--- config.mk ---
export PLATFORM = sky130hd
export DESIGN_NAME = elastic_fifo_flat
export DESIGN_NICKNAME = d
export VERILOG_FILES = /design/src/rtl/elastic_fifo_if.sv /design/src/rtl/elastic_fifo.sv /design/src/flat_wrapper.sv
export SDC_FILE = /design/constraint.sdc
export NUM_CORES = 1
export LEC_CHECK = 0
export CORE_MARGIN = 1
export CORE_UTILIZATION = 45
export DETAILED_ROUTE_END_ITERATION = 7
export GPL_TIMING_DRIVEN = 0
export HOLD_SLACK_MARGIN = 0.05
export PLACE_DENSITY = 0.84
export SYNTH_ARGS = -nofsm -noshare
export SYNTH_HDL_FRONTEND = slang
export SYNTH_SLANG_ARGS = --single-unit
--- constraint.sdc ---
create_clock -name clk -period 1.9 [get_ports clk]
set_input_delay 0.38 -clock clk [delete_from_list [all_inputs] [get_ports clk]]
set_output_delay 0.38 -clock clk [all_outputs]
set_load 0.01 [all_outputs]
--- src/rtl/elastic_fifo_if.sv ---
// elastic_fifo_if: valid/stop handshake bundle around an elastic FIFO.
//   Upstream side : data_input, valid_input  -> FIFO ; stop_input  <- FIFO
//   Downstream    : data_output, valid_output <- FIFO ; stop_output -> FIFO
//   Status        : occupancy <- FIFO (number of stored entries)
// master modport = environment driving the FIFO, slave modport = the FIFO itself.
interface elastic_fifo_if #(
  parameter int unsigned DATA_WIDTH = 8,
  parameter int unsigned DEPTH      = 2
);
  localparam int unsigned OCC_W = $clog2(DEPTH + 1);

  logic [DATA_WIDTH-1:0] data_input;
  logic                  valid_input;
  logic                  stop_input;
  logic [DATA_WIDTH-1:0] data_output;
  logic                  valid_output;
  logic                  stop_output;
  logic [OCC_W-1:0]      occupancy;

  modport master (
    output data_input, valid_input, stop_output,
    input  stop_input, data_output, valid_output, occupancy
  );

  modport slave (
    input  data_input, valid_input, stop_output,
    output stop_input, data_output, valid_output, occupancy
  );
endinterface

--- src/rtl/elastic_fifo.sv ---
// elastic_fifo: DEPTH-entry circular-buffer FIFO with valid/stop handshakes.
//   clk     : single clock, all state updates on the rising edge
//   reset_n : asynchronous active-low reset (pointers/occupancy clear at once)
//   bus     : elastic_fifo_if.slave (data/valid/stop in, data/valid/stop out,
//             occupancy)
// DEPTH legal range 2..16; need not be a power of two.
// Optional macro ELASTIC_FIFO_BYPASS_EN: when empty, the input is presented
// on the output in the same cycle and passes through without a write if
// downstream is not stopped. stop_input always depends on occupancy only.
module elastic_fifo #(
  parameter int unsigned DATA_WIDTH = 8,
  parameter int unsigned DEPTH      = 2
) (
  input  logic           clk,
  input  logic           reset_n,
  elastic_fifo_if.slave  bus
);

  localparam int unsigned PTR_W = (DEPTH > 1) ? $clog2(DEPTH) : 1;
  localparam int unsigned OCC_W = $clog2(DEPTH + 1);

  logic [DATA_WIDTH-1:0] mem [DEPTH];
  logic [PTR_W-1:0]      wr_ptr_q;
  logic [PTR_W-1:0]      rd_ptr_q;
  logic [OCC_W-1:0]      occ_q;
  logic                  full_q;
  logic                  nonempty_q;

  logic                  push_c;
  logic                  pop_c;
  logic                  bypass_c;
  logic [OCC_W-1:0]      occ_d_c;

  // Explicit wrap at DEPTH-1 so non-power-of-two depths work.
  function automatic logic [PTR_W-1:0] ptr_inc(input logic [PTR_W-1:0] p);
    if (p == PTR_W'(DEPTH - 1)) begin
      return '0;
    end
    return PTR_W'(p + 1'b1);
  endfunction

  // Pass-through transfer: empty, upstream valid, downstream ready.
`ifdef ELASTIC_FIFO_BYPASS_EN
  assign bypass_c = ~nonempty_q & bus.valid_input & ~bus.stop_output;
`else
  assign bypass_c = 1'b0;
`endif

  // Push blocked by the registered full flag, so a pop while full never
  // frees a slot for the same cycle.
  assign push_c = bus.valid_input & ~full_q & ~bypass_c;
  assign pop_c  = nonempty_q & ~bus.stop_output;

  // Next occupancy; simultaneous push and pop leave it unchanged.
  always_comb begin
    occ_d_c = occ_q;
    unique case ({push_c, pop_c})
      2'b10:   occ_d_c = occ_q + OCC_W'(1);
      2'b01:   occ_d_c = occ_q - OCC_W'(1);
      default: occ_d_c = occ_q;
    endcase
  end

  // Control state: pointers, occupancy and decoded status flags.
  always_ff @(posedge clk or negedge reset_n) begin
    if (!reset_n) begin
      wr_ptr_q   <= '0;
      rd_ptr_q   <= '0;
      occ_q      <= '0;
      full_q     <= 1'b0;
      nonempty_q <= 1'b0;
    end else begin
      if (push_c) begin
        wr_ptr_q <= ptr_inc(wr_ptr_q);
      end
      if (pop_c) begin
        rd_ptr_q <= ptr_inc(rd_ptr_q);
      end
      occ_q      <= occ_d_c;
      full_q     <= (occ_d_c == OCC_W'(DEPTH));
      nonempty_q <= (occ_d_c != '0);
    end
  end

  // Storage array; contents are not reset.
  always_ff @(posedge clk) begin
    if (push_c) begin
      mem[wr_ptr_q] <= bus.data_input;
    end
  end

  assign bus.stop_input = full_q;
  assign bus.occupancy  = occ_q;

`ifdef ELASTIC_FIFO_BYPASS_EN
  assign bus.valid_output = nonempty_q | bus.valid_input;
  assign bus.data_output  = nonempty_q ? mem[rd_ptr_q] : bus.data_input;
`else
  assign bus.valid_output = nonempty_q;
  assign bus.data_output  = mem[rd_ptr_q];
`endif

endmodule

--- src/flat_wrapper.sv ---
// flat-port wrapper written by rule: the top's interface ports become plain ports
module elastic_fifo_flat 
#(
  parameter int unsigned DATA_WIDTH = 8,
  parameter int unsigned DEPTH      = 2
)
  (clk, reset_n, bus_data_input, bus_valid_input, bus_stop_output, bus_stop_input, bus_data_output, bus_valid_output, bus_occupancy);
  elastic_fifo_if #(.DATA_WIDTH(DATA_WIDTH), .DEPTH(DEPTH)) bus_i ();
  input  logic clk;
  input  logic reset_n;
  input wire logic [$bits(bus_i.data_input)-1:0] bus_data_input;
  input wire logic [$bits(bus_i.valid_input)-1:0] bus_valid_input;
  input wire logic [$bits(bus_i.stop_output)-1:0] bus_stop_output;
  output wire logic [$bits(bus_i.stop_input)-1:0] bus_stop_input;
  output wire logic [$bits(bus_i.data_output)-1:0] bus_data_output;
  output wire logic [$bits(bus_i.valid_output)-1:0] bus_valid_output;
  output wire logic [$bits(bus_i.occupancy)-1:0] bus_occupancy;
  assign bus_i.data_input = bus_data_input;
  assign bus_i.valid_input = bus_valid_input;
  assign bus_i.stop_output = bus_stop_output;
  assign bus_stop_input = bus_i.stop_input;
  assign bus_data_output = bus_i.data_output;
  assign bus_valid_output = bus_i.valid_output;
  assign bus_occupancy = bus_i.occupancy;
  elastic_fifo #(.DATA_WIDTH(DATA_WIDTH), .DEPTH(DEPTH)) u_core (.clk(clk), .reset_n(reset_n), .bus(bus_i));
endmodule
## Word-level counts from Yosys, hierarchy flattened

Memories as Yosys holds them, arrays and structs flattened.
Index checks and enable logic that the tools add are counted.

- Bitwise gates (word level): 4
- Add/subtract/negate cells: 4
- Mux-type cells: 11
- Equality and inequality tests: 3
- Reduce and logical (&&, ||, !) cells: 1

Operators with widths:

| cell | number |
|---|---|
| $mux W1 | 10 |
| $eq A2 B2 Y1 const B | 2 |
| $pmux W2 S2 | 1 |
| $add A1 B1 Y1 const B | 2 |
| $add A2 B1 Y2 const B | 1 |
| $and A1 B1 Y1 | 2 |
| $eq A2 B1 Y1 const B | 1 |
| $not A1 Y1 | 2 |
| $reduce_bool A2 Y1 | 1 |
| $sub A2 B1 Y2 const B | 1 |

- Output and inout port bits: 12
- Memories kept: 1
- Logic and storage cells: 29
- Bits in writable memories: 16
- Input bits: 12
- Flip-flop bits (word level): 6

Memory list:

| memory | depth | width | rd ports | clocked after Yosys merged registers in | write ports | line | RTL |
|---|---|---|---|---|---|---|---|
| u_core.mem | 2 | 8 | 1 | 0 | 1 | elastic_fifo.sv:22 | `logic [DATA_WIDTH-1:0] mem [DEPTH];` |

## Depth between registers and ports, before layout

Gate-level depths: netlist of the first run.

- Depth after elaboration: 5
- Mapped depth: 5
- Mapped depth without buffers: 5

## Worst setup path before layout of the first run

Ideal clock, no wire load.

- Path type: register to register
- Start: reg u_core.full_q (netlist: u_core.bus.stop_input)
- End: mem u_core.mem[1][0] (enable)
- Path buffers: 0
- Arrival: 985 ps
- Path slack: 545 ps
- Period minus slack after synthesis: 1355 ps
- Data required time: 1529 ps
- Stages on the path, launching flop included: 3
- Setup time: 371 ps
- Cell sequence: dfrtp_1 > nand2b_1 > nor2_1

- Word-level cells in the longest chain between the ends: 4

RTL lines:

| item | line | RTL |
|---|---|---|
| start, declared | elastic_fifo.sv:26 | `logic full_q;` |
| start signal, assigned | elastic_fifo.sv:80 | `full_q <= (occ_d_c == OCC_W'(DEPTH));` |
| $not A1 Y1 | elastic_fifo.sv:51 | `assign push_c = bus.valid_input & ~full_q & ~bypass_c;` |
| $and A1 B1 Y1 | elastic_fifo.sv:51 |  |
| $mux W1 | elastic_fifo.sv:87 | `if (push_c) begin` |
| $mux W1 (implied by the code) | elastic_fifo.sv:88 | `mem[wr_ptr_q] <= bus.data_input;` |
| end, declared | elastic_fifo.sv:22 |  |

Every way passes these cells.

## Final worst setup path of the first run

- Start: reg u_core.rd_ptr_q
- End: out bus_data_output[7]

- Word-level cells in the longest chain between the ends: 1

RTL lines:

| item | line | RTL |
|---|---|---|
| start, declared | elastic_fifo.sv:24 | `logic [PTR_W-1:0] rd_ptr_q;` |
| start signal, assigned | elastic_fifo.sv:77 | `rd_ptr_q <= ptr_inc(rd_ptr_q);` |
| $mem_v2 Z2 W8 | n/a |  |
| end, declared | flat_wrapper.sv:15 | `output wire logic [$bits(bus_i.data_output)-1:0] bus_data_output;` |

Every way passes these cells.

==> reports/results.tsv, run 1 <==
metric	value	unit
ANT cells	0	
Die X	45.6	microns
RSZ-0062 raised after global routing	no	
Site Rows	15	
Setup crit start kind	register	
Syn Inst Count	51	
PwrDens	1390	nW/um^2
vias	489	
# setup viols final	0	
Clock Path Buffers	2	
dpl cells	99	
Num Clock Sinks	22	
Core ar.	1760	sq um
clock power share	13.1	%
Distinct cells, synth	15	
Congestion Overflow GR	0	
post-synthesis sequential area ratio	73.6	%
post-DP HPWL	976	microns
Area Growth Syn to Fin	32.8	%
max frequency	556	MHz
max cap viols	0	
CTS H-tree depth	1	
number of global-route vias before repair	463	
Final GP Congestion	0.679	
EDFF count, synth	16	
Critical Setup Path Class	register to output port	
count leader, synth	edfxtp_1	
P_sw	0.484	mW
CTS tree	done	
drt total wl	1.31	mm
pin count of the biggest net entering global routing	13	
FFs w/ async S/R, synth	27.3	%
Comb pwr share	41.2	%
port buffer count	23	
Worst Max-Slew Pin Slew	0.676	ns
DR pass1 iterations	4	
mean post-synth cell area	16.8	sq um
worst hold path class	input port to async pin	
Worst-path clk slew	0.12	ns
DRT iter0 DRCs	8	
Placed Area	1120	sq um
status	finished, final reports clean	
min Tclk post-route	1.80	ns
leak pwr	0.437	nW
CP required	1.52	ns
Cell Area, Synth	857	sq um
relative slew slack	54.7	%
Final Power	1.58	mW
die area	2080	sq um
chip height	45.6	microns
fin cells	103	
Synth Register Bits	22	
IR drop worst, VDD	957	uV
final hold vios	0	
synth warn	0	
gr usage total	14.6	%
vias per inst	4.75	
sequential share of power	45.7	%
Num CTS Buffers	3	
Switching Share	30.7	%
# DRC	0	
fraction of layout cells with a size suffix above 1	16.7	%
Skew-Pair Late Insertion Delay	0.31	ns
Fin Setup TNS	0	ns
Slew Viols, Final	0	
Synthesized Nets	64	
routed length per instance	12.7	microns
Initial Util	48.6	%
final net count	92	
internal power	1.09	mW
IO Pins	24	
Top FF cell, synth	edfxtp_1	
initial antenna violation count	0	
final setup skew	0.0130	ns
CP endpoint kind	output port	
critical path data arrival time	1.42	ns
first-pass GRT wire length	1.99	mm
Final ANT Viol Nets	0	
top post-synthesis cells by area	edfxtp_1, dfrtp_1, mux2_2	
CTS root buf	clkbuf_4	
Final period util	94.7	%
CP Max Fanout	9	
post-layout instance area	1140	sq um
Synth area leader	edfxtp_1	
top cell type's share of synthesized area	56.1	%
Post-synth top cells	edfxtp_1, mux2_2, dfrtp_1	
[layer usage]
layer	routed length [microns]	part of all wire (%)	GRT usage, %
met2	684	52	23.7
met5	0	0	0
met4	24	1.8	10.9
met3	86	6.6	5.56
met1	517	39	15.0
[power groups by stage]
| stage | Combinational [mW] | Sequential, mW | Clock [mW] |
|---|---|---|---|
| final | 0.650 | 0.721 | 0.207 |
| after floorplan | 0.390 | 0.738 | 0 |
| after detailed placement | 0.704 | 0.731 | 0 |
| after global routing | 0.705 | 0.734 | 0.229 |
| after CTS | 0.662 | 0.724 | 0.213 |
| after global placement | 0.691 | 0.724 | 0 |
[sequential cells by signal, summed over array words and instances, names as in the netlist]
| register | flops |
|---|---|
| u_core.mem | 16 |
| u_core.bus.occupancy | 2 |
| u_core.bus.stop_input | 1 |
| u_core.bus.valid_output | 1 |
| u_core.rd_ptr_q | 1 |
| u_core.wr_ptr_q | 1 |
[worst max-delay path: stages (launching register included)]
cell and delay, ns:
dfrtp_1 0.35, buf_6 0.14, mux2_2 0.34, dlygate4sd2_1 0.29
[cells by family after synthesis]
group	share of synthesized area [%]
xor gates and xnor gates	6.13
muxes	10.5
adders and majority gates	1.46
DFF	73.6
buffers and inverters	2.63
and+or+nand+nor	4.23
AOI/OAI and AO/OA	1.46
[placed cells by master, fill, tap and decap left out, drive strengths merged, types with 2 or more instances in the layout]
| cell | instances |
|---|---|
| dfrtp | 6 |
| clkbuf | 3 |
| nor2 | 2 |
| xnor2 | 3 |
| edfxtp | 16 |
| clkdlybuf4s50 | 15 |
| nand2 | 3 |
| xor2 | 3 |
| mux2 | 8 |
| inv | 2 |
| dlygate4sd2 | 8 |
| buf | 2 |
[path summary, 6_finish.rpt]
kind | start | to | slack, ns | cells past startpoint
worst min register to register | u_core.wr_ptr_q$_DFFE_PN0P_ | u_core.wr_ptr_q$_DFFE_PN0P_ | 0.52 | 1
worst min-delay path | reset_n | u_core.bus.stop_input$_DFF_PN0_ | 0.30 | 1
max in group asynchronous | reset_n | u_core.wr_ptr_q$_DFFE_PN0P_ | 1.38 | 1
min in group clk | u_core.wr_ptr_q$_DFFE_PN0P_ | u_core.wr_ptr_q$_DFFE_PN0P_ | 0.52 | 1
worst max register to register | u_core.bus.stop_input$_DFF_PN0_ | u_core.mem[1][2]$_DFFE_PP_ | 0.40 | 2
worst max-delay path | u_core.rd_ptr_q$_DFFE_PN0P_ | bus_data_output[7] | 0.1 | 3
[timing repair]
item,CTS,global route
endpoints found under the hold margin,0,0
hold buffers,0,0
endpoints found under the setup margin,8,0
buffers inserted,0,0
resized for setup,9,0
[metrics by stage]
step	util, %	hold slack [ns]	worst slack [ns]
finish	64.5	0.296	0.0999
global route	64.5	0.319	0.0287
CTS	64.5	0.304	0.0780
detailed placement	63.4	0.505	-0.0144
global placement	63.4	0.482	0.0125
floorplan	-	0.0844	0.545
[layout make-up]
type / instances / area [sq um]
clock buffers: 3 / 22.5
repair buffers: 23 / 220
multi-input cells: 25 / 204
fillers: 143 / 626
inverters: 2 / 7.51
flip-flops and latches: 22 / 631
well taps: 25 / 31.3
clock inverters: 1 / 3.75
plain buffers: 2 / 18.8
(Power assumes the default switching activity.)
==> run 2, diff against run 1 <==
--- a/config.mk
+++ b/config.mk
@@ -7,6 +7,7 @@
 export LEC_CHECK = 0
 export CORE_MARGIN = 1
 export CORE_UTILIZATION = 45
+export CTS_BUF_LIST = sky130_fd_sc_hd__clkbuf_8 sky130_fd_sc_hd__clkbuf_16
 export DETAILED_ROUTE_END_ITERATION = 7
 export GPL_TIMING_DRIVEN = 0
 export HOLD_SLACK_MARGIN = 0.05
==> run 2 against run 1 <==
  * Power grew 4.9%
  * Sequential cell count is the same
  * Highest routed layer is now met3
  * Clock power rose by 35%
  * Largest power group unchanged
  * Non-clock buffer count stayed put
  * Critical path depth did not move
  * Combinational power grew 0.6%
  * First-iteration DRC count decreased by 25%
  * Hold slack better by 0.061 ns
  * Final cell count did not move
  * Fmax grew 2.1%
  * Die area did not move
==> reports/results.tsv, run 2 (synthesis results as in run 1) <==
metric	value	unit
Setup crit start kind	register	
routed length per instance	13.0	microns
DRT iter0 DRCs	6	
leak pwr	0.444	nW
Congestion Overflow GR	0	
IO Pins	24	
CP endpoint kind	output port	
CTS tree	done	
Die X	45.6	microns
reg2reg setup slack	0.41	ns
max frequency	567	MHz
relative slew slack	55.3	%
commonest non-fill, non-tap cell in the layout	edfxtp_1	
# fillers	145	
Slew Viols, Final	0	
Worst-path clk slew	0.08	ns
Fin Setup TNS	0	ns
Clock Path Buffers	2	
Site Rows	15	
Num Clock Sinks	22	
gr usage total	13.5	%
initial antenna violation count	0	
Biggest register	u_core.mem	
critical path data arrival time	1.38	ns
min Tclk post-route	1.76	ns
CP delay by family, top	buffers and inverters	
status	finished, final reports clean	
fin cells	103	
ANT cells	0	
CTS H-tree depth	1	
CP Max Fanout	9	
WP buf/inv	2	
CP max-delay cell	mux2_2	
max cap viols	0	
Critical Setup Path Class	register to output port	
Crit Reg-Reg Startpoint	u_core.bus.stop_input$_DFF_PN0_	
Core ar.	1760	sq um
RSZ-0062 raised after global routing	no	
DR pass1 iterations	3	
Final GP Congestion	0.679	
chip height	45.6	microns
CP required	1.52	ns
# DRC	0	
post-DP HPWL	976	microns
Num CTS Buffers	3	
CTS root buf	clkbuf_8	
R2R depth	2	
fraction of layout cells with a size suffix above 1	16.7	%
max reg flops	16	
dpl cells	99	
Final period util	92.8	%
IR drop worst, VDD	828	uV
vias	489	
Skew-Pair Late Insertion Delay	0.25	ns
worst hold path class	input port to async pin	
vias per inst	4.75	
final core utilization	65.6	%
number of global-route vias before repair	456	
final setup skew	0.00866	ns
Area Growth Syn to Fin	35.0	%
die area	2080	sq um
Initial Util	48.6	%
Final ANT Viol Nets	0	
final net count	92	
worst reg2reg endpoint	u_core.mem[1][2]$_DFFE_PP_	
crit-path cells	buf_6, mux2_2, dlygate4sd2_1	
port buffer count	23	
CTS Hold Buffers Added	0	
final hold vios	0	
PwrDens	1430	nW/um^2
drt total wl	1.34	mm
Hold Slack	0.358	ns
pin count of the biggest net entering global routing	13	
Largest stage delay, worst path	0.35	ns
most frequent cells in the layout	edfxtp_1, clkdlybuf4s50_1, mux2_2, dlygate4sd2_1, dfrtp_1	
first-pass GRT wire length	1.99	mm
# setup viols final	0	
Worst Max-Slew Pin Slew	0.668	ns
run 2: cell counts in the layout (fill, tap and decap cells not counted):
Identical to the previous run, type by type.
run 2: how the worst max path moves through the flow:
| stage | start | endpoint | slack, ns | cells past startpoint |
|---|---|---|---|---|
| after floorplan | u_core.bus.stop_input$_DFF_PN0_ | u_core.mem[1][0]$_DFFE_PP_ | 0.54 | 2 |
| after global placement | bus_valid_input | u_core.mem[1][1]$_DFFE_PP_ | 0.01 | 3 |
| after detailed placement | bus_valid_input | u_core.mem[1][4]$_DFFE_PP_ | -0.01 | 3 |
| after CTS | u_core.rd_ptr_q$_DFFE_PN0P_ | bus_data_output[6] | 0.12 | 3 |
| after global routing | u_core.rd_ptr_q$_DFFE_PN0P_ | bus_data_output[6] | 0.09 | 3 |
| final | u_core.rd_ptr_q$_DFFE_PN0P_ | bus_data_output[6] | 0.14 | 3 |
run 2: stage by stage:
| step | total power, mW | instance area, sq um | setup slack (ns) |
|---|---|---|---|
| after floorplan | 1.13 | 857 | 0.545 |
| after global placement | 1.42 | 1120 | 0.0125 |
| after detailed placement | 1.44 | 1120 | -0.0144 |
| after CTS | 1.68 | 1160 | 0.124 |
| after global routing | 1.74 | 1160 | 0.0899 |
| final | 1.66 | 1160 | 0.137 |
run 2: worst register-to-register path: cells and delay by family (launching register included):
kind | cells | cell delay, ns
and+or+nand+nor | 2 | 0.74
DFF | 1 | 0.38
run 2: power breakdown:
| part | total [mW] | internal [mW] | switching [mW] |
|---|---|---|---|
| clock network | 0.279 | 0.144 | 0.135 |
| registers | 0.723 | 0.664 | 0.0587 |
| logic | 0.654 | 0.354 | 0.300 |
| total | 1.66 | 1.16 | 0.494 |
run 2: metal layers:
metal  track usage (%)  wire length [microns]
met5                 0                      0
met4              3.64                      0
met3              3.17                     74
met2              24.3                    716
met1              15.8                    544
run 2: repair_timing:
| item | CTS | global route |
|---|---|---|
| buffers inserted | 0 | 0 |
| resized for setup | 9 | 0 |
| endpoints found under the setup margin | 8 | 0 |
run 2: area by class of cell:
class | instances | area, sq um | area share (%)
clock buffers | 3 | 41.3 | 3.57
clock inverters | 1 | 3.75 | 0.324
repair buffers | 23 | 220 | 19.0
well taps | 25 | 31.3 | 2.70
plain buffers | 2 | 18.8 | 1.62
inverters | 2 | 7.51 | 0.649
multi-input cells | 25 | 204 | 17.6
flip-flops and latches | 22 | 631 | 54.5
==> variant: new RTL, config.mk and constraints of run 1 <==
Make the reset (`reset_n`) synchronous in one clocked block. Comments in the files are not updated.
--- a/src/rtl/elastic_fifo.sv
+++ b/src/rtl/elastic_fifo.sv
@@ -63,5 +63,5 @@
 
   // Control state: pointers, occupancy and decoded status flags.
-  always_ff @(posedge clk or negedge reset_n) begin
+  always_ff @(posedge clk) begin
     if (!reset_n) begin
       wr_ptr_q   <= '0;
Behaviour: differs if reset_n is asserted again (counterexample within 4 cycles, from zero or initial values and one cycle with reset_n low); with reset_n held inactive, the same outputs for 10 cycles.
==> variant against run 1 <==
Setup slack improved by 14 ps. Final area increased by 1.4%. Area after synthesis increased by 2.0%. First-iteration DRC count increased by 75%. Non-clock buffer count decreased by 1. Wire length decreased by 2.5%. Via count increased by 4.9%. Count of clock-buffer cells in the layout increased by 1. Clock skew decreased by 8.8 ps. Sequential cell count increased by 1.
Power is not compared: it rests on default switching activity, and its combinational part moved more than twofold at a synthesized area within 25%.
==> variant: results <==
[power_and_ir_drop]
p_leak_nw = 0.434
ir_worst_vdd_mv = 0.551

[finish]
multi_input_area_um2 = 238
nFillCells = 140
nNetsFinal = 98
largest_reg_flops = 16
antennaDiodeCount = 0
final_layout_size_suffix_gt1_frac = 0.143
top_register = "u_core.mem"

[placed_design]
placed_area_mm2 = 0.00114
routabilityCongestion = 0.685
pre_cts_ws_ps = 6.17
port_buffers = 23
dp_hpwl_um = 965

[setup_path]
worst-path-max-fanout = 8
slowest_delay_ps = 340
worstPathArrival_ps = 1410
crit_slowest_cell = "mux2_2"

[global_routing]
grt_use_total = 0.136
grt_max_degree = 13
grt_pass1_wl_um = 1950
grt_pass1_vias = 461
antenna_found_initial = 0

[synth]
ys_seq_area_frac = 0.710
synth_edf_count = 16
synth_warnings = 0
ys.flop_type = "edfxtp_1"
synth.distinct_cells = 20
synthArstFlopShare = 0
synth_common_cells = "edfxtp_1 (16), mux2_2 (8), dfxtp_1 (7), and2_1 (4), inv_1 (3)"
synth_area_leaders = "edfxtp_1 (55%), dfxtp_1 (16%), mux2_2 (10%)"
synthesis.nets = 70

[detailed_routing]
first_pass_iters = 2
dr_wl_met2_um = 664
top_layer = "met3"
wl_um = 1280
drtIter0Drc = 14
wl_met3_um = 72
wirelength_met1_um = 541
via_per_inst = 4.71

[worst_hold_path]
hold_class = "flip-flop to flip-flop"

[status]
status = "complete, no violations"

[clock_tree]
clk_pin_slew_ps = 110
cts_post_setup_buffers_inserted = 0
h-tree-depth = 1
cts_buffers = 3
ctsResizeCount = 9
clock_path_buffers = 2
cts-root-buf = "clkbuf_4"
clkLatencyLatePin_ps = 290

[sta]
relSlewSlack = 0.529
skew_ps = 4.10
-- variant: path summary, 6_finish.rpt --
kind         slack, ps                      end  cells after the start               startpoint
max reg2reg        460    u_core.bus.stop_input                      5    u_core.bus.stop_input
min                540  u_core.bus.occupancy[1]                      2  u_core.bus.occupancy[1]
min reg2reg        540  u_core.bus.occupancy[1]                      2  u_core.bus.occupancy[1]
max                110       bus_data_output[3]                      3                flip-flop
-- variant: cell families after synthesis --
logic type	after synthesis	share of synthesized area
buffers and inverters	4	0.0186
and+or+nand+nor	12	0.0816
xor gates and xnor gates	3	0.0300
AOI/OAI and AO/OA	6	0.0429
adders and majority gates	1	0.0143
DFF	23	0.710
muxes	8	0.103
-- variant: routing by layer --
metal | vias to the layer above | GRT usage
met1 | 240 | 0.152
li1 | 257 | -
met5 | - | 0
met4 | 0 | 0.0529
met3 | 0 | 0.0392
met2 | 16 | 0.242
-- variant: where the power goes --
group / switching [W] / internal, W / leakage, nW
registers: 0.0000212 / 0.000589 / 0.208
logic: 0.000102 / 0.000133 / 0.211
clock network: 0.000125 / 0.0000815 / 0.0150
total: 0.000248 / 0.000803 / 0.434
-- variant: worst max-delay path, delay by kind of cell (launching register included) --
family                 cells  cell delay [ps]
flip-flops                 1              330
buffers and inverters      2              450
multiplexers               1              340
-- variant: area by class of cell --
cell class	instances	area share
multi-input combinational	30	0.206
clock buffer	4	0.0228
inverter	3	0.00975
sequential	23	0.537
buffer	1	0.00650
tap	25	0.0271
timing repair buffer	23	0.191
-- variant: stage by stage --
step	total power (W)	instances
floorplan	0.000751	57
global placement	0.000867	105
detailed placement	0.000877	105
CTS	0.00106	109
global route	0.00111	109
finish	0.00105	109
